==> src/rtl/edge_capture_pkg.sv <==
// Shared constants and sizing helpers for the edge-capture block and its upstream array.
// Latency: none (compile-time only).
// Backpressure: not applicable.
package edge_capture_pkg;

  localparam int DEFAULT_WIDTH = 3;
  localparam int DEFAULT_DEPTH = 4;

  // Ceiling log2; clog2(1) = 0, clog2(4) = 2, clog2(5) = 3.
  function automatic int clog2(input int n);
    int r;
    r = 0;
    while ((1 << r) < n) begin
      r = r + 1;
    end
    return r;
  endfunction

  // One queued event holds the captured value plus the toggle mask.
  function automatic int entry_w(input int width);
    return 2 * width;
  endfunction

endpackage

==> src/rtl/edge_capture_fifo_if.sv <==
// Event output handshake: head entry value/mask with valid/ready.
// Latency: none (wires only).
// Backpressure: consumer holds out_ready low to keep the head presented.
interface edge_capture_fifo_if #(
  parameter int WIDTH = 3
);
  logic             out_valid;
  logic             out_ready;
  logic [WIDTH-1:0] out_value;
  logic [WIDTH-1:0] out_mask;

  modport master (
    output out_valid,
    output out_value,
    output out_mask,
    input  out_ready
  );

  modport slave (
    input  out_valid,
    input  out_value,
    input  out_mask,
    output out_ready
  );
endinterface

==> src/rtl/edge_capture_fifo_fifo.sv <==
// Circular event queue with power-of-2 depth; storage is not reset.
// Latency: a push at edge N is visible at the head after edge N.
// Backpressure: push while full is ignored unless a pop happens on the same edge.
module event_fifo
  import edge_capture_pkg::*;
#(
  parameter int DEPTH  = 4,
  parameter int DATA_W = 6
) (
  input  logic                  clock,
  input  logic                  reset,
  input  logic                  push_i,
  input  logic                  pop_i,
  input  logic [DATA_W-1:0]     wdata_i,
  output logic [DATA_W-1:0]     rdata_o,
  output logic                  full_o,
  output logic                  empty_o,
  output logic [clog2(DEPTH):0] count_o
);

  localparam int AW = clog2(DEPTH);
  localparam int CW = AW + 1;
  localparam logic [CW-1:0] FULL_CNT = CW'(DEPTH);

  logic [DATA_W-1:0] mem_q [DEPTH];
  logic [AW-1:0]     wr_ptr_q, wr_ptr_d;
  logic [AW-1:0]     rd_ptr_q, rd_ptr_d;
  logic [CW-1:0]     count_q, count_d;
  logic              do_push, do_pop;

  assign empty_o = (count_q == '0);
  assign full_o  = (count_q == FULL_CNT);
  assign do_pop  = pop_i && !empty_o;
  // A pop on the same edge frees the slot, so a full queue can still accept.
  assign do_push = push_i && (!full_o || do_pop);

  // Next-state for pointers (wrap naturally at DEPTH) and occupancy.
  always_comb begin
    wr_ptr_d = wr_ptr_q;
    rd_ptr_d = rd_ptr_q;
    count_d  = count_q;
    if (do_push) wr_ptr_d = wr_ptr_q + 1'b1;
    if (do_pop)  rd_ptr_d = rd_ptr_q + 1'b1;
    case ({do_push, do_pop})
      2'b10:   count_d = count_q + 1'b1;
      2'b01:   count_d = count_q - 1'b1;
      default: count_d = count_q;
    endcase
  end

  // Pointer and occupancy registers; reset empties the queue.
  always_ff @(posedge clock or posedge reset) begin
    if (reset) begin
      wr_ptr_q <= '0;
      rd_ptr_q <= '0;
      count_q  <= '0;
    end else begin
      wr_ptr_q <= wr_ptr_d;
      rd_ptr_q <= rd_ptr_d;
      count_q  <= count_d;
    end
  end

  // Storage write; contents are only observed through a non-empty head.
  always_ff @(posedge clock) begin
    if (do_push) mem_q[wr_ptr_q] <= wdata_i;
  end

  assign rdata_o = mem_q[rd_ptr_q];
  assign count_o = count_q;

endmodule

==> src/rtl/edge_capture_fifo.sv <==
// Detects toggles on in_bits and queues {value, mask} events for a consumer.
// Latency: event at edge N is presented after edge N when the queue was empty.
// Backpressure: out_ready low holds the head; events arriving while full are dropped and flag overflow.
module edge_capture_fifo
  import edge_capture_pkg::*;
#(
  parameter int WIDTH = 3,
  parameter int DEPTH = 4
) (
  input  logic                  clock,
  input  logic                  reset,
  input  logic [WIDTH-1:0]      in_bits,
  edge_capture_fifo_if.master   out_if,
  output logic [clog2(DEPTH):0] count,
  output logic                  overflow,
  input  logic                  clear_ovf
);

  localparam int EW = entry_w(WIDTH);

  logic [WIDTH-1:0] prev_q, prev_d;
  logic             primed_q, primed_d;
  logic             overflow_q, overflow_d;

  logic             evt;
  logic [WIDTH-1:0] evt_mask;
  logic             head_vld;
  logic             pop;
  logic             drop;
  logic             fifo_full;
  logic             fifo_empty;
  logic [EW-1:0]    head_dat;

  // The first edge after reset only loads prev; no event can fire from the reset value.
  assign evt      = primed_q && (in_bits != prev_q);
  assign evt_mask = in_bits ^ prev_q;
  assign head_vld = !fifo_empty;
  assign pop      = head_vld && out_if.out_ready;
  assign drop     = evt && fifo_full && !pop;

  // Next-state for history, priming and the sticky overflow (a new drop beats a clear).
  always_comb begin
    prev_d     = in_bits;
    primed_d   = 1'b1;
    overflow_d = drop | (overflow_q & ~clear_ovf);
  end

  // Detection and overflow state registers.
  always_ff @(posedge clock or posedge reset) begin
    if (reset) begin
      prev_q     <= '0;
      primed_q   <= 1'b0;
      overflow_q <= 1'b0;
    end else begin
      prev_q     <= prev_d;
      primed_q   <= primed_d;
      overflow_q <= overflow_d;
    end
  end

  event_fifo #(
    .DEPTH  (DEPTH),
    .DATA_W (EW)
  ) u_fifo (
    .clock   (clock),
    .reset   (reset),
    .push_i  (evt),
    .pop_i   (pop),
    .wdata_i ({in_bits, evt_mask}),
    .rdata_o (head_dat),
    .full_o  (fifo_full),
    .empty_o (fifo_empty),
    .count_o (count)
  );

  // Head fields are gated so stale storage never leaks out while empty.
  assign out_if.out_valid = head_vld;
  assign out_if.out_value = head_vld ? head_dat[EW-1:WIDTH] : '0;
  assign out_if.out_mask  = head_vld ? head_dat[WIDTH-1:0]  : '0;
  assign overflow         = overflow_q;

endmodule

==> src/flat_wrapper.sv <==
// flat-port wrapper written by rule: the top's interface ports become plain ports
module edge_capture_fifo_flat import edge_capture_pkg::*;
#(
  parameter int WIDTH = 3,
  parameter int DEPTH = 4
)
  (clock, reset, in_bits, count, overflow, clear_ovf, out_if_out_valid, out_if_out_value, out_if_out_mask, out_if_out_ready);
  edge_capture_fifo_if #(.WIDTH(WIDTH)) out_if_i ();
  input  logic clock;
  input  logic reset;
  input  logic [WIDTH-1:0] in_bits;
  output logic [clog2(DEPTH):0] count;
  output logic overflow;
  input  logic clear_ovf;
  output wire logic [$bits(out_if_i.out_valid)-1:0] out_if_out_valid;
  output wire logic [$bits(out_if_i.out_value)-1:0] out_if_out_value;
  output wire logic [$bits(out_if_i.out_mask)-1:0] out_if_out_mask;
  input wire logic [$bits(out_if_i.out_ready)-1:0] out_if_out_ready;
  assign out_if_out_valid = out_if_i.out_valid;
  assign out_if_out_value = out_if_i.out_value;
  assign out_if_out_mask = out_if_i.out_mask;
  assign out_if_i.out_ready = out_if_out_ready;
  edge_capture_fifo #(.WIDTH(WIDTH), .DEPTH(DEPTH)) u_core (.clock(clock), .reset(reset), .in_bits(in_bits), .out_if(out_if_i), .count(count), .overflow(overflow), .clear_ovf(clear_ovf));
endmodule
==> config.mk <==
export PLATFORM = sky130hd
export DESIGN_NAME = edge_capture_fifo_flat
export DESIGN_NICKNAME = d
export VERILOG_FILES = /design/src/rtl/edge_capture_pkg.sv /design/src/rtl/edge_capture_fifo_if.sv /design/src/rtl/edge_capture_fifo_fifo.sv /design/src/rtl/edge_capture_fifo.sv /design/src/flat_wrapper.sv
export SDC_FILE = /design/constraint.sdc
export NUM_CORES = 1
export LEC_CHECK = 0
export BUFFER_PORTS_ARGS = -buffer_cell sky130_fd_sc_hd__buf_2
export CORE_MARGIN = 4
export CORE_UTILIZATION = 25
export CTS_BUF_LIST = sky130_fd_sc_hd__clkbuf_8 sky130_fd_sc_hd__clkbuf_16
export CTS_CLUSTER_DIAMETER = 80
export CTS_CLUSTER_SIZE = 28
export DETAILED_ROUTE_END_ITERATION = 10
export SYNTH_ARGS = -nofsm -noshare
export SYNTH_HDL_FRONTEND = slang
export SYNTH_SLANG_ARGS = --single-unit
==> constraint.sdc <==
create_clock -name clock -period 7 [get_ports clock]
set_input_delay 0.35 -clock clock [delete_from_list [all_inputs] [get_ports clock]]
set_output_delay 0.35 -clock clock [all_outputs]
set_load 0.1 [all_outputs]
-- Word-level counts from Yosys, hierarchy flattened
Memory sizes are Yosys's and may differ from the RTL's.
Cells that the tools add are included.
- bits in writable memories: 24
- logic and storage cells: 36
- register bits after elaboration: 12
- input bits: 7
- output and inout bits: 11
- memories: 1
- equality and inequality tests: 4
- bitwise operators: 4
- muxes and demuxes: 5
- reduce and logical (&&, ||, !) cells: 12
- add/sub/neg operators: 4
- memories (memory ; words ; bits a word ; rd ports ; clocked after memory_dff ; wr ports ; RTL line ; text):
    u_core.u_fifo.mem_q ; 4 ; 6 ; 1 ; 0 ; 1 ; edge_capture_fifo_fifo.sv:25 ; logic [DATA_W-1:0] mem_q [DEPTH];
- operator list (operator ; number):
    1-bit logical AND ; 6
    3-bit 2-to-1 mux ; 2
    3-bit one-hot mux with 2 select lines ; 1
    2-bit by 1-bit adder with 2-bit output (second input constant) ; 2
    3-bit by 1-bit adder with 3-bit output (second input constant) ; 1
    3-bit equality test (second input constant) ; 1
    1-bit zero test ; 3
    3-bit zero test ; 1
    3-bit != test ; 1
    3-bit by 1-bit subtractor with 3-bit output (second input constant) ; 1
    3-bit XOR ; 1
    2-bit by 1-bit equality test with 1-bit output (second input constant) ; 1
    2-bit equality test (second input constant) ; 1
    1-bit 2-to-1 mux ; 2
    2-bit nonzero test ; 1
    1-bit bitwise AND ; 1
    1-bit logical OR ; 1
    1-bit inverter ; 1
    1-bit OR ; 1

-- Logic depth before layout (Yosys ltp)
- depth after elaboration: 8
- mapped depth: 8
- gate-level depth less buffers: 8

-- Modules after synthesis
Synthesis repeated with hierarchy kept, for this count alone.
- cells, all modules: 108
- area, all modules: 1622.8 um2
- modules (own cells, without submodules) (module ; area each (um2) ; cells each ; sequential area each (um2) ; instances):
    event_fifo ; 1388.8 ; 86 ; 895.9 ; 1
    edge_capture_fifo ; 234.0 ; 22 ; 125.1 ; 1

-- Worst setup path after synthesis
OpenSTA, ideal clock, no wires.
- kind: flip-flop to flip-flop
- from: register u_core.u_fifo.count_q[0] (netlist: u_core.u_fifo.count_o[0])
- to: register u_core.u_fifo.count_q[2] (netlist: u_core.u_fifo.count_o[2])
- data required time: 6.876 ns
- cell stages (with the launch flop): 8
- path buffers: 0
- setup time: 0.124 ns
- period minus slack after synthesis: 3.684 ns
- arrival: 3.561 ns
- setup slack: 3.316 ns
- cell sequence: dfrtp_1 > clkinv_1 > nand3_1 > nand3_1 > fa_1 > and2_1 > a32o_1 > a211o_1
- longest elaborated chain between the ends: 8
- elaborated cells on any way between the ends: 14
- classes of those cells: 2 x add/sub; 3 x eq/ne; 1 x mux; 8 x reduce/logical
- ends and longest elaborated chain (item ; RTL line ; text):
    start, declared ; edge_capture_fifo_fifo.sv:28 ; logic [CW-1:0] count_q, count_d;
    start signal, assigned ; edge_capture_fifo_fifo.sv:60 ; count_q <= count_d;
    3-bit zero test * ; edge_capture_fifo_fifo.sv:31 ; assign empty_o = (count_q == '0);
    1-bit zero test * ; edge_capture_fifo.sv:37 ; assign head_vld = !fifo_empty;
    net out_if_out_valid ; flat_wrapper.sv:15 ; output wire logic [$bits(out_if_i.out_valid)-1:0] out_if_out_valid;
    1-bit logical AND ; edge_capture_fifo.sv:38 ; assign pop = head_vld && out_if.out_ready;
    1-bit logical AND * ; edge_capture_fifo_fifo.sv:33 ; assign do_pop = pop_i && !empty_o;
    1-bit logical OR ; edge_capture_fifo_fifo.sv:35 ; assign do_push = push_i && (!full_o || do_pop);
    1-bit logical AND ; edge_capture_fifo_fifo.sv:35 ;
    2-bit by 1-bit equality test with 1-bit output / 2-bit equality test (equally long branches) ; edge_capture_fifo_fifo.sv:44 ; case ({do_push, do_pop})
    3-bit one-hot mux with 2 select lines / 2-bit nonzero test (equally long branches) ; n/a ;
The timed path passes the listed nets; every way through them passes the cells marked *.
A chain may end at the register's enable or synchronous reset.

-- Worst setup path after layout
- from: register u_core.prev_q[2]
- to: register u_core.u_fifo.count_q[2] (netlist: u_core.u_fifo.count_o[2])
- longest elaborated chain between the ends: 5
- elaborated cells on any way between the ends: 7
- classes of those cells: 3 x eq/ne; 1 x mux; 3 x reduce/logical
- ends and longest elaborated chain (item ; RTL line ; text):
    start, declared ; edge_capture_fifo.sv:21 ; logic [WIDTH-1:0] prev_q, prev_d;
    start signal, assigned ; edge_capture_fifo.sv:55 ; prev_q <= prev_d;
    3-bit != test * ; edge_capture_fifo.sv:35 ; assign evt = primed_q && (in_bits != prev_q);
    1-bit logical AND * ; edge_capture_fifo.sv:35 ;
    1-bit logical AND * ; edge_capture_fifo_fifo.sv:35 ;
    2-bit by 1-bit equality test with 1-bit output / 2-bit equality test (equally long branches) ; edge_capture_fifo_fifo.sv:44 ;
    3-bit one-hot mux with 2 select lines / 2-bit nonzero test (equally long branches) ; n/a ;
Every way passes the cells marked *; elsewhere a longest branch is shown, timed or not.

==> metrics.json <==
{
  "outcome": "finished, final reports clean",
  "total_gr_overflow": 0,
  "finalCriticalPeriod_ns": 2.60,
  "groute.usage.overall_pct": 8.22,
  "unrepaired_setup_endpoints_after_global_routing": "no",
  "post_synth_xor_area_fraction_pct": 3.19,
  "drv.max_cap_violation_count": 0,
  "timing.critical_path.required_ns": 7.18,
  "timing.critical_path.to_type": "flop",
  "largest_family_of_logic_cells_by_synthesized_area": "multiplexers",
  "floorplan.die_area_sq_um": 7950,
  "critical_path.max_stage_delay_ns": 0.55,
  "timing.critical_path.from_type": "flop",
  "maxSlewViolCount": 0,
  "drt_iter0_drc": 101,
  "drt.antenna.violating_nets": 0,
  "post-route-period-util_pct": 37.1,
  "postCtsSetupRepairBufs": 0,
  "cts_htree_levels": 2,
  "layout.core_utilization_pct": 30.1,
  "worst-endpoint-arrival_ns": 2.77,
  "totalNegativeSetupSlack_ns": 0,
  "fillers": 658,
  "synth-simple-area-share_pct": 10.3,
  "min_path_type": "primary input to asynchronous set/reset pin",
  "detailed_place.area_sq_um": 1820,
  "start_util_pct": 25.8,
  "slowest_stage": "sky130_fd_sc_hd__o31ai_4",
  "synth.avg_cell_area_sq_um": 14.7,
  "syn_inst": 112,
  "row_count": 29,
  "finalHoldViolCount": 0,
  "drtPass1Iterations": 4,
  "synthesis.yosys.warnings": 0,
  "grt_pass1_wl_um": 4810,
  "cts.sinks": 36,
  "clockBufferDepth": 2,
  "fin_nets": 145,
  "design_area_sq_um": 1920,
  "flow.area_growth_from_synthesis_pct": 16.8,
  "io_buffers": 17,
  "hpwl_um": 2070,
  "crit_chain": "xor2_1 > o31ai_4 > nand3_1 > fa_1 > and2_1 > a32o_1 > a211o_1",
  "post_synth_fa_ha_maj_area_fraction_pct": 4.26,
  "io_pins": 18,
  "max_slew.worst_pin.slew_ns": 0.628,
  "clock_pin_slew_on_the_worst_setup_and_hold_paths_ns": 0.07,
  "setup_viol_count_final": 0,
  "cts_made_buffers": 5,
  "grt_max_degree": 16,
  "first_global_vias": 973,
  "synth.ff_latch_count": 36,
  "place.detailed.instances": 203,
  "relSlewSlack_pct": 58.0,
  "synth_nets": 124,
  "worst_path_maximum_fanout": 10,
  "holdBufCountCts": 0,
  "die_height_um": 89.2,
  "remaining_drc_errors": 0,
  "mappedNetlistArea_sq_um": 1650,
  "cts.repair.resized": 0,
  "final.setup_skew_ns": 0.00557,
  "post_synth_num_cell_types": 31,
  "dr_total_vias": 939,
  "layout_cell_share_with_drive_strength_beyond_1_pct": 25.4,
  "tritoncts": "built",
  "wl_um": 2920,
  "clock_latency_ns": 0.28,
  "critPathBufInv": 0,
  "fmaxAchievable_ghz": 0.385,
  "synth-compound-area-share_pct": 6.08,
  "crit_family": "compound AO/OA/AOI/OAI gates",
  "die_width_um": 89.2,
  "routed_wire_length_per_instance_um": 13.8,
  "synth-seq-area-share_pct": 62.0,
  "number_of_antenna_violations_at_the_first_check_in_global_routing": 0,
  "gp_routability_congestion": 0.796,
  "cts_root_buf": "sky130_fd_sc_hd__clkbuf_8",
  "n_antenna_cell": 0,
  "final-instance-count-excl-fill": 211,
  "start_to_end_type_of_the_worst_setup_path": "flop to flop",
  "via_per_inst": 4.45,
  "yosys-mux-area-fraction_pct": 11.4,
  "placeableCoreArea_sq_um": 6390
}
synthesized netlist by cell type, drive strengths merged:
library cell / number / area [sq um]
a211o: 2 / 17.5
a211oi: 1 / 7.51
a221oi: 1 / 8.76
a32o: 2 / 20.0
and2: 11 / 68.8
buf: 1 / 5.00
clkbuf: 2 / 7.51
clkinv: 1 / 3.75
conb: 1 / 3.75
dfrtp: 12 / 300
edfxtp: 24 / 721
fa: 1 / 20.0
ha: 4 / 50.1
inv: 7 / 26.3
mux2: 2 / 22.5
mux2i: 3 / 30.0
mux4: 6 / 135
nand2: 6 / 22.5
nand3: 5 / 25.0
nor2: 3 / 11.3
nor3: 1 / 5.00
nor3b: 1 / 7.51
nor4: 1 / 6.26
nor4bb: 1 / 10.0
o21ai: 2 / 10.0
o31ai: 3 / 36.3
or2: 1 / 6.26
or3: 1 / 6.26
xnor2: 3 / 26.3
xor2: 3 / 26.3
worst paths after layout:
check                                 startpoint                         to  slack (ns)  cells after the start
worst max register to register  u_core.prev_q[2]   u_core.u_fifo.count_o[2]        4.40                      7
worst min register to register   u_core.overflow            u_core.overflow        0.49                      1
min in group clock                    in_bits[2]           u_core.prev_q[2]        0.25                      1
worst min-delay path                       reset  u_core.u_fifo.wr_ptr_q[1]        0.08                      2
worst max-delay path            u_core.prev_q[2]   u_core.u_fifo.count_o[2]        4.40                      7
max in group asynchronous                  reset   u_core.u_fifo.count_o[1]        6.58                      2
cells in the final DEF, fill, tap and decap left out, types with 2 or more instances in the layout:
cell type,netlist,layout
sky130_fd_sc_hd__xor2_1,3,3
sky130_fd_sc_hd__o31ai_1,2,2
sky130_fd_sc_hd__buf_2,1,17
sky130_fd_sc_hd__mux2_2,2,2
sky130_fd_sc_hd__xnor2_1,3,3
sky130_fd_sc_hd__inv_1,7,8
sky130_fd_sc_hd__clkbuf_8,0,5
sky130_fd_sc_hd__dfrtp_1,12,12
sky130_fd_sc_hd__and2_1,11,11
sky130_fd_sc_hd__mux4_2,6,6
sky130_fd_sc_hd__a32o_1,2,2
sky130_fd_sc_hd__mux2i_1,3,3
sky130_fd_sc_hd__ha_1,4,4
sky130_fd_sc_hd__nand3_1,5,5
sky130_fd_sc_hd__o21ai_0,2,2
sky130_fd_sc_hd__a211o_1,2,2
sky130_fd_sc_hd__nor2_1,3,3
sky130_fd_sc_hd__edfxtp_1,24,24
sky130_fd_sc_hd__nand2_1,6,6
per-layer routing:
layer	track usage [%]	share of wire (%)
met1	10.2	44
met2	13.0	50
met3	3.13	4.7
met4	3.25	1.2
met5	0	0
kinds of logic after synthesis:
kind of cell,after synthesis
AO/OA/AOI/OAI,11
XOR/XNOR,6
adder cells (fa/ha/maj),5
buffers and inverters,11
flip-flops,36
multiplexers,11
other,1
AND/OR/NAND/NOR,31
flip-flops by register name, summed over array words and instances (netlist names):
signal                  cells
u_core.overflow             1
u_core.u_fifo.count_o       3
u_core.u_fifo.mem_q        24
u_core.u_fifo.rd_ptr_q      2
u_core.prev_q               3
u_core.u_fifo.wr_ptr_q      2
u_core.primed_q             1
worst reg2reg max path: cells and delay by family (launching register included):
family / cells / cell delay, ns
AOI/OAI and AO/OA: 3 / 1.08
adders and majority gates: 1 / 0.44
DFF: 1 / 0.37
and+or+nand+nor: 2 / 0.36
xor gates and xnor gates: 1 / 0.24
stage by stage:
step           hold slack [ns]  setup slack, ns
4_1_cts                 0.0935             4.40
6_report                0.0779             4.40
3_5_place_dp             0.410             4.29
5_1_grt                  0.107             4.20
2_1_floorplan            0.215             3.32
3_3_place_gp             0.420             4.35
cell type report:
cell class / count / area (sq um) / share of cell area, %
Inverter: 8 / 30.0 / 1.56
Clock inverter: 3 / 38.8 / 2.02
Tap cell: 77 / 96.3 / 5.01
Clock buffer: 5 / 68.8 / 3.58
Multi-Input combinational cell: 65 / 583 / 30.3
Sequential cell: 36 / 1020 / 53.1
Timing Repair Buffer: 17 / 85.1 / 4.42
Power is not shown: default switching activity piles up to over one toggle a cycle in this logic, so the estimate is an artifact.
